$ cat src/rtl/frame_swap_scheduler.sv
// -----------------------------------------------------------------------------
// frame_swap_scheduler
//
// N-buffer (2..4) frame swap controller. Chooses the buffer the GPU renders
// into, the buffer the VGA controller scans out, and when the GPU is started.
// Finished frames are presented either in FIFO order or, in mailbox mode,
// newest-frame-wins (an unshown ready frame is replaced and counted as a drop).
//
// Optional build macro: FRAME_SWAP_STATS_EN
//   defined   -> swap_count / drop_count are live wrapping counters
//   undefined -> no counter registers; both ports read as 0
//
// Ports
//   clk              in   system clock
//   reset            in   asynchronous active-low reset
//   enable           in   permits new GPU frame starts
//   vga_vs           in   active-low vsync, already synchronous to clk
//   gpu_done         in   GPU completion level; rising edge = frame finished
//   gpu_we           in   GPU pixel write strobe
//   gpu_start        out  one-cycle GPU start pulse
//   buffer_we        out  one-hot write enable (gpu_we routed to write buffer)
//   write_buffer_num out  buffer the GPU renders into
//   read_buffer_num  out  buffer VGA scans out
//   frame_ready      out  a finished frame is queued for display
//   swap_count       out  displayed-frame swaps
//   drop_count       out  frames discarded in mailbox mode
// -----------------------------------------------------------------------------
module frame_swap_scheduler #(
    parameter int NUM_BUFFERS = 3,
    parameter int MAILBOX     = 0,
    parameter int STATS_W     = 16,
    localparam int IDX_W      = $clog2(NUM_BUFFERS)
) (
    input  logic                   clk,
    input  logic                   reset,
    input  logic                   enable,
    input  logic                   vga_vs,
    input  logic                   gpu_done,
    input  logic                   gpu_we,
    output logic                   gpu_start,
    output logic [NUM_BUFFERS-1:0] buffer_we,
    output logic [IDX_W-1:0]       write_buffer_num,
    output logic [IDX_W-1:0]       read_buffer_num,
    output logic                   frame_ready,
    output logic [STATS_W-1:0]     swap_count,
    output logic [STATS_W-1:0]     drop_count
);

    typedef enum logic [2:0] {
        ST_IDLE,
        ST_START,
        ST_RENDER,
        ST_HOLD,
        ST_WAIT
    } state_t;

    state_t           state_reg, state_next;
    logic [IDX_W-1:0] read_reg, read_next;
    logic [IDX_W-1:0] ready_reg, ready_next;
    logic [IDX_W-1:0] write_reg, write_next;
    logic             frame_ready_reg, frame_ready_next;
    logic             vs_reg, done_reg;

    logic             vblank_evt;
    logic             done_evt;
    logic             swap;
    logic [IDX_W-1:0] read_post;
    logic             frame_ready_post;
    logic             to_start;

    logic [NUM_BUFFERS-1:0] free_mask;
    logic                   free_found;
    logic [IDX_W-1:0]       free_idx;

    // ------------------------------------------------------------------
    // Edge detection on the already-synchronous inputs
    // ------------------------------------------------------------------
    assign vblank_evt = vs_reg & ~vga_vs;
    assign done_evt   = ~done_reg & gpu_done;

    // A vblank with a queued frame swaps display buffers this cycle.
    assign swap = vblank_evt & frame_ready_reg;

    // View of the buffer roles after this cycle's swap, so a simultaneous
    // done is judged against the post-swap situation.
    assign read_post        = swap ? ready_reg : read_reg;
    assign frame_ready_post = frame_ready_reg & ~swap;

    // ------------------------------------------------------------------
    // Free buffer search. A done with no frame queued turns the current
    // write buffer into the ready buffer, so "free" means neither the
    // (post-swap) read buffer nor the current write buffer.
    // ------------------------------------------------------------------
    genvar gi;
    generate
        for (gi = 0; gi < NUM_BUFFERS; gi++) begin : g_free
            assign free_mask[gi] = (IDX_W'(gi) != read_post) &&
                                   (IDX_W'(gi) != write_reg);
        end
    endgenerate

    // Lowest-index free buffer wins: scan downward so the last hit is lowest.
    always_comb begin
        free_idx = '0;
        for (int i = NUM_BUFFERS - 1; i >= 0; i--) begin
            if (free_mask[i]) begin
                free_idx = IDX_W'(i);
            end
        end
    end
    assign free_found = |free_mask;

    // ------------------------------------------------------------------
    // Write strobe routing (not gated by state)
    // ------------------------------------------------------------------
    generate
        for (gi = 0; gi < NUM_BUFFERS; gi++) begin : g_we
            assign buffer_we[gi] = gpu_we & (write_reg == IDX_W'(gi));
        end
    endgenerate

    // ------------------------------------------------------------------
    // Next-state / buffer role logic
    // ------------------------------------------------------------------
    always_comb begin
        state_next       = state_reg;
        read_next        = read_reg;
        ready_next       = ready_reg;
        write_next       = write_reg;
        frame_ready_next = frame_ready_reg;
        to_start         = 1'b0;

        case (state_reg)
            ST_IDLE:  if (enable) state_next = ST_START;
            ST_START: state_next = ST_RENDER;
            default:  ;
        endcase

        // Display swap; the old read buffer becomes free.
        if (swap) begin
            read_next = ready_reg;
            case (state_reg)
                ST_HOLD: begin
                    // The frame held in the write buffer becomes the new
                    // ready frame; render into the freed buffer next.
                    ready_next = write_reg;
                    write_next = read_reg;
                    to_start   = 1'b1;
                end
                ST_WAIT: begin
                    frame_ready_next = 1'b0;
                    write_next       = read_reg;
                    to_start         = 1'b1;
                end
                default: frame_ready_next = 1'b0;
            endcase
        end

        // Frame completion is only honoured while rendering.
        if ((state_reg == ST_RENDER) && done_evt) begin
            if (!frame_ready_post) begin
                ready_next       = write_reg;
                frame_ready_next = 1'b1;
                if (free_found) begin
                    write_next = free_idx;
                    to_start   = 1'b1;
                end else begin
                    state_next = ST_WAIT;
                end
            end else if (MAILBOX != 0) begin
                // Newest frame replaces the unshown one; the stale ready
                // buffer is recycled as the next render target.
                ready_next = write_reg;
                write_next = ready_reg;
                to_start   = 1'b1;
            end else begin
                state_next = ST_HOLD;
            end
        end

        if (to_start) begin
            state_next = enable ? ST_START : ST_IDLE;
        end
    end

    // ------------------------------------------------------------------
    // State registers
    // ------------------------------------------------------------------
    always_ff @(posedge clk or negedge reset) begin
        if (!reset) begin
            state_reg       <= ST_IDLE;
            read_reg        <= '0;
            ready_reg       <= '0;
            write_reg       <= IDX_W'(1);
            frame_ready_reg <= 1'b0;
            vs_reg          <= 1'b1;
            done_reg        <= 1'b1;
        end else begin
            state_reg       <= state_next;
            read_reg        <= read_next;
            ready_reg       <= ready_next;
            write_reg       <= write_next;
            frame_ready_reg <= frame_ready_next;
            vs_reg          <= vga_vs;
            done_reg        <= gpu_done;
        end
    end

    // Decoded from state so it drops as soon as reset is asserted.
    assign gpu_start        = (state_reg == ST_START);
    assign write_buffer_num = write_reg;
    assign read_buffer_num  = read_reg;
    assign frame_ready      = frame_ready_reg;

    // ------------------------------------------------------------------
    // Statistics
    // ------------------------------------------------------------------
`ifdef FRAME_SWAP_STATS_EN
    logic [STATS_W-1:0] swap_cnt_reg;
    logic [STATS_W-1:0] drop_cnt_reg;
    logic               drop_evt;

    assign drop_evt = (state_reg == ST_RENDER) & done_evt &
                      frame_ready_post & (MAILBOX != 0);

    always_ff @(posedge clk or negedge reset) begin
        if (!reset) begin
            swap_cnt_reg <= '0;
            drop_cnt_reg <= '0;
        end else begin
            if (swap)     swap_cnt_reg <= swap_cnt_reg + STATS_W'(1);
            if (drop_evt) drop_cnt_reg <= drop_cnt_reg + STATS_W'(1);
        end
    end

    assign swap_count = swap_cnt_reg;
    assign drop_count = drop_cnt_reg;
`else
    assign swap_count = '0;
    assign drop_count = '0;
`endif

    // ------------------------------------------------------------------
    // Buffer role invariants
    // ------------------------------------------------------------------
    a_read_ne_write : assert property (@(posedge clk) disable iff (!reset)
        read_reg != write_reg);

    a_read_ne_ready : assert property (@(posedge clk) disable iff (!reset)
        frame_ready_reg |-> (read_reg != ready_reg));

    a_ready_ne_write : assert property (@(posedge clk) disable iff (!reset)
        (frame_ready_reg &&
         !((NUM_BUFFERS == 2) && ((state_reg == ST_HOLD) || (state_reg == ST_WAIT))))
        |-> (ready_reg != write_reg));

endmodule
$ cat config.mk
export PLATFORM = sky130hd
export DESIGN_NAME = frame_swap_scheduler
export DESIGN_NICKNAME = d
export VERILOG_FILES = /design/src/rtl/frame_swap_scheduler.sv
export SDC_FILE = /design/constraint.sdc
export NUM_CORES = 1
export LEC_CHECK = 0
export CORE_UTILIZATION = 30
export CTS_BUF_LIST = sky130_fd_sc_hd__clkbuf_8 sky130_fd_sc_hd__clkbuf_16
export DETAILED_ROUTE_END_ITERATION = 8
export PLACE_DENSITY = 0.67
export REMOVE_ABC_BUFFERS = 1
export SKIP_CTS_REPAIR_TIMING = 1
export SLEW_MARGIN = 10
export SYNTH_ARGS = -nofsm -noshare
export SYNTH_HDL_FRONTEND = slang
export SYNTH_SLANG_ARGS = --single-unit
$ cat constraint.sdc
create_clock -name clk -period 4.54 [get_ports clk]
set_clock_uncertainty 0.05 [all_clocks]
set_input_delay 1.135 -clock clk [delete_from_list [all_inputs] [get_ports clk]]
set_output_delay 1.135 -clock clk [all_outputs]
set_load 0.05 [all_outputs]
==> impl_metrics.tcl, run 1 <==
set metrics [dict create \
    yosys_warnings 0 \
    arrival_ps 2650 \
    numCtsBuffers 3 \
    r2r_slack_ps 2870 \
    worst_pin_slew_ps 553.9 \
    worstSetupPathType "in2out" \
    wl_met1_um 620 \
    synthMostInstantiatedCell "buf_4" \
    syn2layout_area_growth_pct 10.92 \
    worstPathMaxFanout 3 \
    io_buffers 14 \
    fillers 314 \
    fin_setup_tns_ps 0 \
    seqPwrFrac_pct 30.6 \
    crit_path_start "gpu_we" \
    diodes 0 \
    synth.top_cells.by_area "buf_4 (26%), dfrtp_1 (23%), dfstp_2 (8.2%), mux2_4 (4.7%), nand4bb_4 (2.9%)" \
    grt_pass1_wl_mm 2.352 \
    antenna_found_initial 0 \
    clkLatencyLatePin_ps 240 \
    syn-cell-area_um2 962.2 \
    cts.sink_count 12 \
    power_density_nw_per_um2 660.7 \
    slew_headroom_pct 62.95 \
    async_reset_ff_share_pct 100.0 \
    grt_usage_pct 9.023 \
    cp-end-kind "output port" \
    nNetsFinal 118 \
    ant_nets 0 \
    initial_core_util_pct 31.52 \
    clk_pin_slew_ps 60 \
    die_area_um2 3437 \
    place.gp.congestion 0.7680 \
    drt_wl_total_mm 1.471 \
    synthFlopType "dfrtp_1" \
    drive_above_1_share_pct 15.32 \
    drv_slew 0 \
    rsz0062_at_grt "false" \
    top_layer "met4" \
    synth_cell_types 35 \
    syn_inst 96 \
    syn_avg_cell_area_um2 10.02 \
    h-tree-depth 1 \
    min_to "ready_reg[0]$_DFF_PN0_" \
    yosysTopAreaCell "buf_4" \
    grt_pass1_vias 531 \
    coreArea_um2 3053 \
    first_pass_iters 4 \
    leakagePower_nw 0.5001 \
    largest_register_ffs 3 \
    r2r_cells 4 \
    viasPerCell 4.045 \
    synth-seq-cells 12 \
    wire_per_inst_um 9.490 \
    hold_viol 0 \
    worstSetupStartpointType "input port" \
    clkPwrFrac_pct 13.9 \
    num_io_pins 47 \
    required_ps 3360 \
    timing.final.crit_share_pct 84.44 \
    switching_share_pct 49.44 \
    rows 20 \
    r2r-end "ready_reg[1]$_DFF_PN0_" \
    dp_hpwl_mm 1.151 \
    num_vias 627 \
    drc_errors 0 \
    hp-class "reg2reg" \
    hold_depth 1 \
    cts_tree "done" \
    cts_buffer_depth 2 \
    combPwrFrac_pct 55.5 \
    dieHeight_um 58.63 \
    dr_wl_met3_um 102 \
    grt_overflow 0 \
    netlist.area_leader.share_pct 25.75 \
    met2WireLength_um 740 \
    grt_max_degree 13 \
    hold_start "ready_reg[0]$_DFF_PN0_" \
    switchingPower_uw 348.6 \
    setup_viol 0 \
    period_needed_ps 3834 \
    reg2reg_from "vs_reg$_DFF_PN1_" \
    clockRootBuffer "clkbuf_8" \
    p_int_uw 356.5 \
    synth-seq-area-share_pct 31.60 \
    placed_area_um2 1022 \
    irDropWorstVdd_uv 194.4 \
    ys_top_cells_by_count "buf_4 (33), dfrtp_1 (9), nand2_1 (4), nand3_1 (4)" \
    drtIter0Drc 3 \
    outcome "finished clean" \
    synth_edf_count 0 \
    design_area_um2 1067 \
    max_freq_mhz 260.8 \
    drv_cap 0 \
    die_w_um 58.63 \
]
worst max-delay path, stage by stage:
cell,delay (ps)
clkdlybuf4s50_1,480
nor3b_1,200
clkdlybuf4s50_1,830
power by group through the flow:
stage | clock (mW) | combinational (mW) | sequential [mW]
final | 0.0980 | 0.392 | 0.216
after global routing | 0.106 | 0.414 | 0.224
after CTS | 0.100 | 0.394 | 0.215
after detailed placement | 0 | 0.392 | 0.217
after global placement | 0 | 0.388 | 0.214
after floorplan | 0 | 0.233 | 0.276
stage by stage:
stage / util (%) / instances / power, mW / setup WS (ps) / hold WS [ps]
2_1_floorplan: - / 93 / 0.5091 / 1074 / 444.7
3_3_place_gp: 33.48 / 151 / 0.6020 / 753.1 / 469.6
3_5_place_dp: 33.48 / 151 / 0.6092 / 702.7 / 472.7
4_1_cts: 34.96 / 155 / 0.7091 / 686.9 / 489.4
5_1_grt: 34.96 / 155 / 0.7437 / 610.2 / 505.6
6_report: 34.96 / 155 / 0.7051 / 706.2 / 491.2
how the worst max path moves through the flow:
stage	end	slack (ps)	cells after the start
floorplan	buffer_we[0]	1070	1
global placement	buffer_we[2]	750	3
detailed placement	buffer_we[0]	700	3
CTS	buffer_we[0]	690	3
global route	buffer_we[2]	610	3
finish	buffer_we[0]	710	3
area by class of cell:
cell class	instances	area, um^2	area share [%]
Multi-Input combinational cell	79	515.5	48.30
Sequential cell	12	304.0	28.49
Timing Repair Buffer	14	140.1	13.13
Tap cell	44	55.05	5.158
Clock buffer	3	41.29	3.869
Inverter	2	7.507	0.7034
Clock inverter	1	3.754	0.3517
layer usage:
layer  vias to the layer above  GRT usage (%)
met3                         2          2.857
li1                        291              -
met1                       304          11.25
met5                         -              0
met4                         0          2.041
met2                        30          15.27
kinds of logic (layout without fill, tap and decap cells):
group	Yosys count	in the layout	share of synthesized area, %
other	1	32	0.3897
flip-flops	12	12	31.60
buffers and inverters	36	20	26.92
XOR/XNOR	1	1	0.9104
multiplexers	5	5	6.762
AO/OA/AOI/OAI	9	9	8.715
AND/OR/NAND/NOR	32	32	24.71
cell usage in the layout (no fill, tap or decap), types with 2 or more instances in the layout:
cell type        Yosys  layout
nand4_1              3       3
nand2_1              4       4
mux2_4               3       3
nor2b_1              2       2
inv_1                2       3
mux2i_1              2       2
dfrtp_1              9       9
nor2_1               3       3
conb_1               1      32
nor3b_1              3       3
dfstp_2              3       3
nor3_1               2       2
clkdlybuf4s50_1      0      14
o21ai_0              2       2
nand3_1              4       4
clkbuf_8             0       3
No activity file was read; power rests on OpenSTA's default activity.
==> inputs of run 2 (changes only) <==
--- a/config.mk
+++ b/config.mk
@@ -8,7 +8,7 @@
 export CORE_UTILIZATION = 30
 export CTS_BUF_LIST = sky130_fd_sc_hd__clkbuf_8 sky130_fd_sc_hd__clkbuf_16
 export DETAILED_ROUTE_END_ITERATION = 8
-export PLACE_DENSITY = 0.67
+export PLACE_DENSITY = 0.7
 export REMOVE_ABC_BUFFERS = 1
 export SKIP_CTS_REPAIR_TIMING = 1
 export SLEW_MARGIN = 10
==> constraint.sdc (replaced) <==
create_clock -name clk -period 3.29 [get_ports clk]
set_clock_uncertainty 0.05 [all_clocks]
set_input_delay 0.8225 -clock clk [delete_from_list [all_inputs] [get_ports clk]]
set_output_delay 0.8225 -clock clk [all_outputs]
set_load 0.05 [all_outputs]
==> impl_metrics.tcl, run 2 (same netlist as run 1, synthesis figures left out) <==
set metrics [dict create \
    outcome "finished clean" \
    diodes 0 \
    utilization_pct 35.12 \
    timing.final.ws_setup_ps 508.8 \
    cts.sink_count 12 \
    leakagePower_nw 0.5086 \
    first_pass_iters 4 \
    ant_nets 0 \
    numCtsBuffers 3 \
    required_ps 2420 \
    grt_overflow 0 \
    hold_viol 0 \
    io_buffers 14 \
    final_common_cell "conb_1" \
    dieHeight_um 58.63 \
    period_needed_ps 2781 \
    clk_pin_slew_ps 50 \
    worst_pin_slew_ps 563.6 \
    slew_headroom_pct 62.31 \
    rows 20 \
    nNetsFinal 118 \
    wire_per_inst_um 10.15 \
    timing.final.crit_share_pct 84.54 \
    fin_setup_tns_ps 0 \
    dp_hpwl_mm 1.225 \
    power_density_nw_per_um2 916.1 \
    post-place-ws_ps 573.6 \
    initial_core_util_pct 31.52 \
    drtIter0Drc 13 \
    multiInputGateArea_um2 515.5 \
    irDropWorstVdd_uv 284.6 \
    rsz0062_at_grt "false" \
    h-tree-depth 1 \
    viasPerCell 3.981 \
    seqCellArea_um2 304.0 \
    place.gp.congestion 0.7229 \
    largest_register_ffs 3 \
    final_cell_mix "conb_1 (32), clkdlybuf4s50_1 (11), dfrtp_1 (9)" \
    cts_tree "done" \
    die_area_um2 3437 \
    arrival_ps 1910 \
    cts_buffer_depth 2 \
    clkLatencyLatePin_ps 240 \
    drv_slew 0 \
    grt_usage_pct 10.41 \
    grt_max_degree 13 \
    num_io_pins 47 \
    worstSetupStartpointType "register" \
    max_freq_mhz 359.6 \
    die_w_um 58.63 \
    hp-class "reg2reg" \
    syn2layout_area_growth_pct 11.44 \
    cp-end-kind "output port" \
    grt_pass1_wl_mm 2.628 \
    drv_cap 0 \
    clockRootBuffer "clkbuf_8" \
    worstPathMaxFanout 9 \
    drt_wl_total_mm 1.573 \
    worstSetupPathType "reg2out" \
    coreArea_um2 3053 \
    drc_errors 0 \
    fillers 317 \
    drive_above_1_share_pct 18.02 \
    grt_pass1_vias 592 \
    antenna_found_initial 0 \
    num_vias 617 \
    setup_viol 0 \
]
-- run 2: cell count changes in the layout (fill, tap and decap cells not counted), sizes merged --
| cell | change |
|---|---|
| clkdlybuf4s50 | -3 |
| buf | +3 |
-- run 2: report_power, final --
group	total, mW	internal [mW]	switching (mW)
logic	0.551	0.208	0.344
registers	0.298	0.208	0.0896
clock network	0.133	0.0820	0.0511
total	0.982	0.498	0.484
-- run 2: layer usage --
metal | global-route usage (%) | vias up | part of all wire (%)
met1 | 11.49 | 294 | 40
met2 | 18.39 | 31 | 51
li1 | - | 290 | -
met3 | 4.835 | 2 | 8.5
met4 | 2.041 | 0 | 0.51
met5 | 0 | - | 0
-- run 2: worst paths after layout --
kind,slack (ps),to,cells past startpoint,start
max reg2reg,1600,ready_reg[1]$_DFF_PN0_,4,vs_reg$_DFF_PN1_
min in group asynchronous,900,read_buffer_num[0]$_DFF_PN0_,1,reset
min,480,ready_reg[0]$_DFF_PN0_,1,ready_reg[0]$_DFF_PN0_
max in group asynchronous,1920,state_reg[0]$_DFF_PN0_,1,reset
min reg2reg,480,ready_reg[0]$_DFF_PN0_,1,ready_reg[0]$_DFF_PN0_
max,510,gpu_start,3,state_reg[2]$_DFF_PN0_
-- run 2: metrics by stage --
step	power, mW	std cells	cell area [um^2]	hold WS, ps
floorplan	0.7025	93	827.0	444.7
global placement	0.8371	151	1027	470.8
detailed placement	0.8517	151	1027	463.0
CTS	0.9883	155	1072	479.1
global route	1.040	155	1072	501.0
finish	0.9823	155	1072	478.5
-- run 2: worst max-delay path, stage by stage (launching register included) --
cell and delay [ps]:
dfrtp_1 470, and2b_1 250, nor2b_1 130, clkdlybuf4s50_1 810
-- run 2: final cells by class --
cell class                 instances  area share [%]
clock buffer                       3           3.851
clock inverter                     1          0.3501
inverter                           2          0.7001
multi-input combinational         79           48.07
sequential                        12           28.35
tap                               44           5.134
timing repair buffer              14           13.54
==> inputs of run 3 (changes only) <==
==> constraint.sdc (replaced) <==
create_clock -name clk -period 2.3 [get_ports clk]
set_clock_uncertainty 0.05 [all_clocks]
set_input_delay 0.575 -clock clk [delete_from_list [all_inputs] [get_ports clk]]
set_output_delay 0.575 -clock clk [all_outputs]
set_load 0.05 [all_outputs]
==> impl_metrics.tcl, run 3 (same netlist as run 1, synthesis figures left out) <==
set metrics [dict create \
    period_needed_ps 2228 \
    timing.final.ws_setup_ps 72.09 \
    hold_start "ready_reg[0]$_DFF_PN0_" \
    cts.sink_count 12 \
    num_vias 613 \
    worstSetupPathType "in2out" \
    initial_core_util_pct 31.52 \
    nNetsFinal 120 \
    fin_setup_tns_ps 0 \
    dp_hpwl_mm 1.193 \
    hp-class "reg2reg" \
    final_cell_mix "conb_1 (32), dfrtp_1 (9), clkdlybuf4s50_1 (8)" \
    final_common_cell "conb_1" \
    drtIter0Drc 8 \
    max_stage_delay_ps 490 \
    grt_pass1_wl_mm 2.573 \
    cts_tree "done" \
    die_w_um 58.63 \
    irDropWorstVdd_uv 495.5 \
    clockRootBuffer "clkbuf_8" \
    rsz0062_at_grt "false" \
    worstPathMaxFanout 3 \
    utilization_pct 36.93 \
    max_freq_mhz 448.9 \
    first_pass_iters 2 \
    drv_slew 0 \
    cts_buffer_depth 2 \
    setup_viol 0 \
    num_io_pins 47 \
    drv_cap 0 \
    required_ps 1670 \
    min_to "ready_reg[0]$_DFF_PN0_" \
    r2r_slack_ps 730 \
    diodes 0 \
    place.gp.congestion 0.7663 \
    r2r_cells 4 \
    largest_register_ffs 3 \
    fillers 312 \
    arrival_ps 1600 \
    io_buffers 14 \
    power_density_nw_per_um2 1319 \
    grt_usage_pct 10.26 \
    syn2layout_area_growth_pct 17.17 \
    antenna_found_initial 0 \
    viasPerCell 3.904 \
    post-place-ws_ps 81.35 \
    slew_headroom_pct 63.12 \
    grt_pass1_vias 579 \
    die_area_um2 3437 \
    hold_viol 0 \
    worstSetupStartpointType "input port" \
    outcome "finished clean" \
    dieHeight_um 58.63 \
    ant_nets 0 \
    cp-end-kind "output port" \
    wire_per_inst_um 9.847 \
    worstPathCellList "clkdlybuf4s50_1, nor3b_1, buf_12" \
    worst_pin_slew_ps 551.5 \
    leakagePower_nw 0.5335 \
    r2r-end "ready_reg[1]$_DFF_PN0_" \
    numCtsBuffers 3 \
    drt_wl_total_mm 1.546 \
    h-tree-depth 1 \
    cpMaxStageDelayCell "clkdlybuf4s50_1" \
    rows 20 \
    hold_depth 1 \
    coreArea_um2 3053 \
    reg2reg_from "state_reg[1]$_DFF_PN0_" \
    clk_pin_slew_ps 50 \
    grt_overflow 0 \
    drive_above_1_share_pct 23.01 \
    drc_errors 0 \
    clkLatencyLatePin_ps 240 \
    grt_max_degree 13 \
    timing.final.crit_share_pct 96.87 \
]
-- run 3: cell types whose count changed in the layout (fill, tap and decap cells not counted), sizes merged --
cell / change
buf: +5
clkdlybuf4s50: -3
clkbuf: +1
inv: -1
-- run 3: critical path, delay by kind of cell --
kind | cells | cell delay (ps)
buf+inv | 2 | 680
simple gates | 1 | 350
-- run 3: power breakdown --
group | total, mW | internal [mW] | switching [mW]
clock | 0.235 | 0.152 | 0.0833
combinational | 0.825 | 0.325 | 0.500
sequential | 0.427 | 0.298 | 0.129
total | 1.49 | 0.774 | 0.712
-- run 3: routing by layer --
metal	track usage, %	share of wire [%]
met3	5.275	7.6
met1	11.89	43
met4	3.061	0.78
met2	16.58	48
met5	0	0
-- run 3: worst max-delay path by stage --
stage	from	end	cells after the start
after floorplan	write_buffer_num[1]$_DFF_PN0_	buffer_we[2]	2
after global placement	gpu_we	buffer_we[2]	3
after detailed placement	gpu_we	buffer_we[0]	3
after CTS	gpu_we	buffer_we[0]	3
after global routing	gpu_we	buffer_we[0]	3
final	gpu_we	buffer_we[0]	3
-- run 3: area by class of cell --
| cell class | instances | area (um^2) | share of cell area [%] |
|---|---|---|---|
| multi-input combinational | 79 | 515.5 | 45.73 |
| sequential | 12 | 304.0 | 26.97 |
| timing repair buffer | 16 | 190.2 | 16.87 |
| clock buffer | 4 | 55.05 | 4.883 |
| tap | 44 | 55.05 | 4.883 |
| inverter | 2 | 7.507 | 0.6659 |
-- run 3: through the flow --
stage          hold WS, ps  total power, mW  instance area (um^2)  cells
2_1_floorplan        229.4            1.005                 827.0     93
3_3_place_gp         469.8            1.233                  1072    153
3_5_place_dp         468.6            1.256                  1072    153
4_1_cts              486.2            1.496                  1127    157
5_1_grt              509.6            1.568                  1127    157
6_report             491.1            1.486                  1127    157
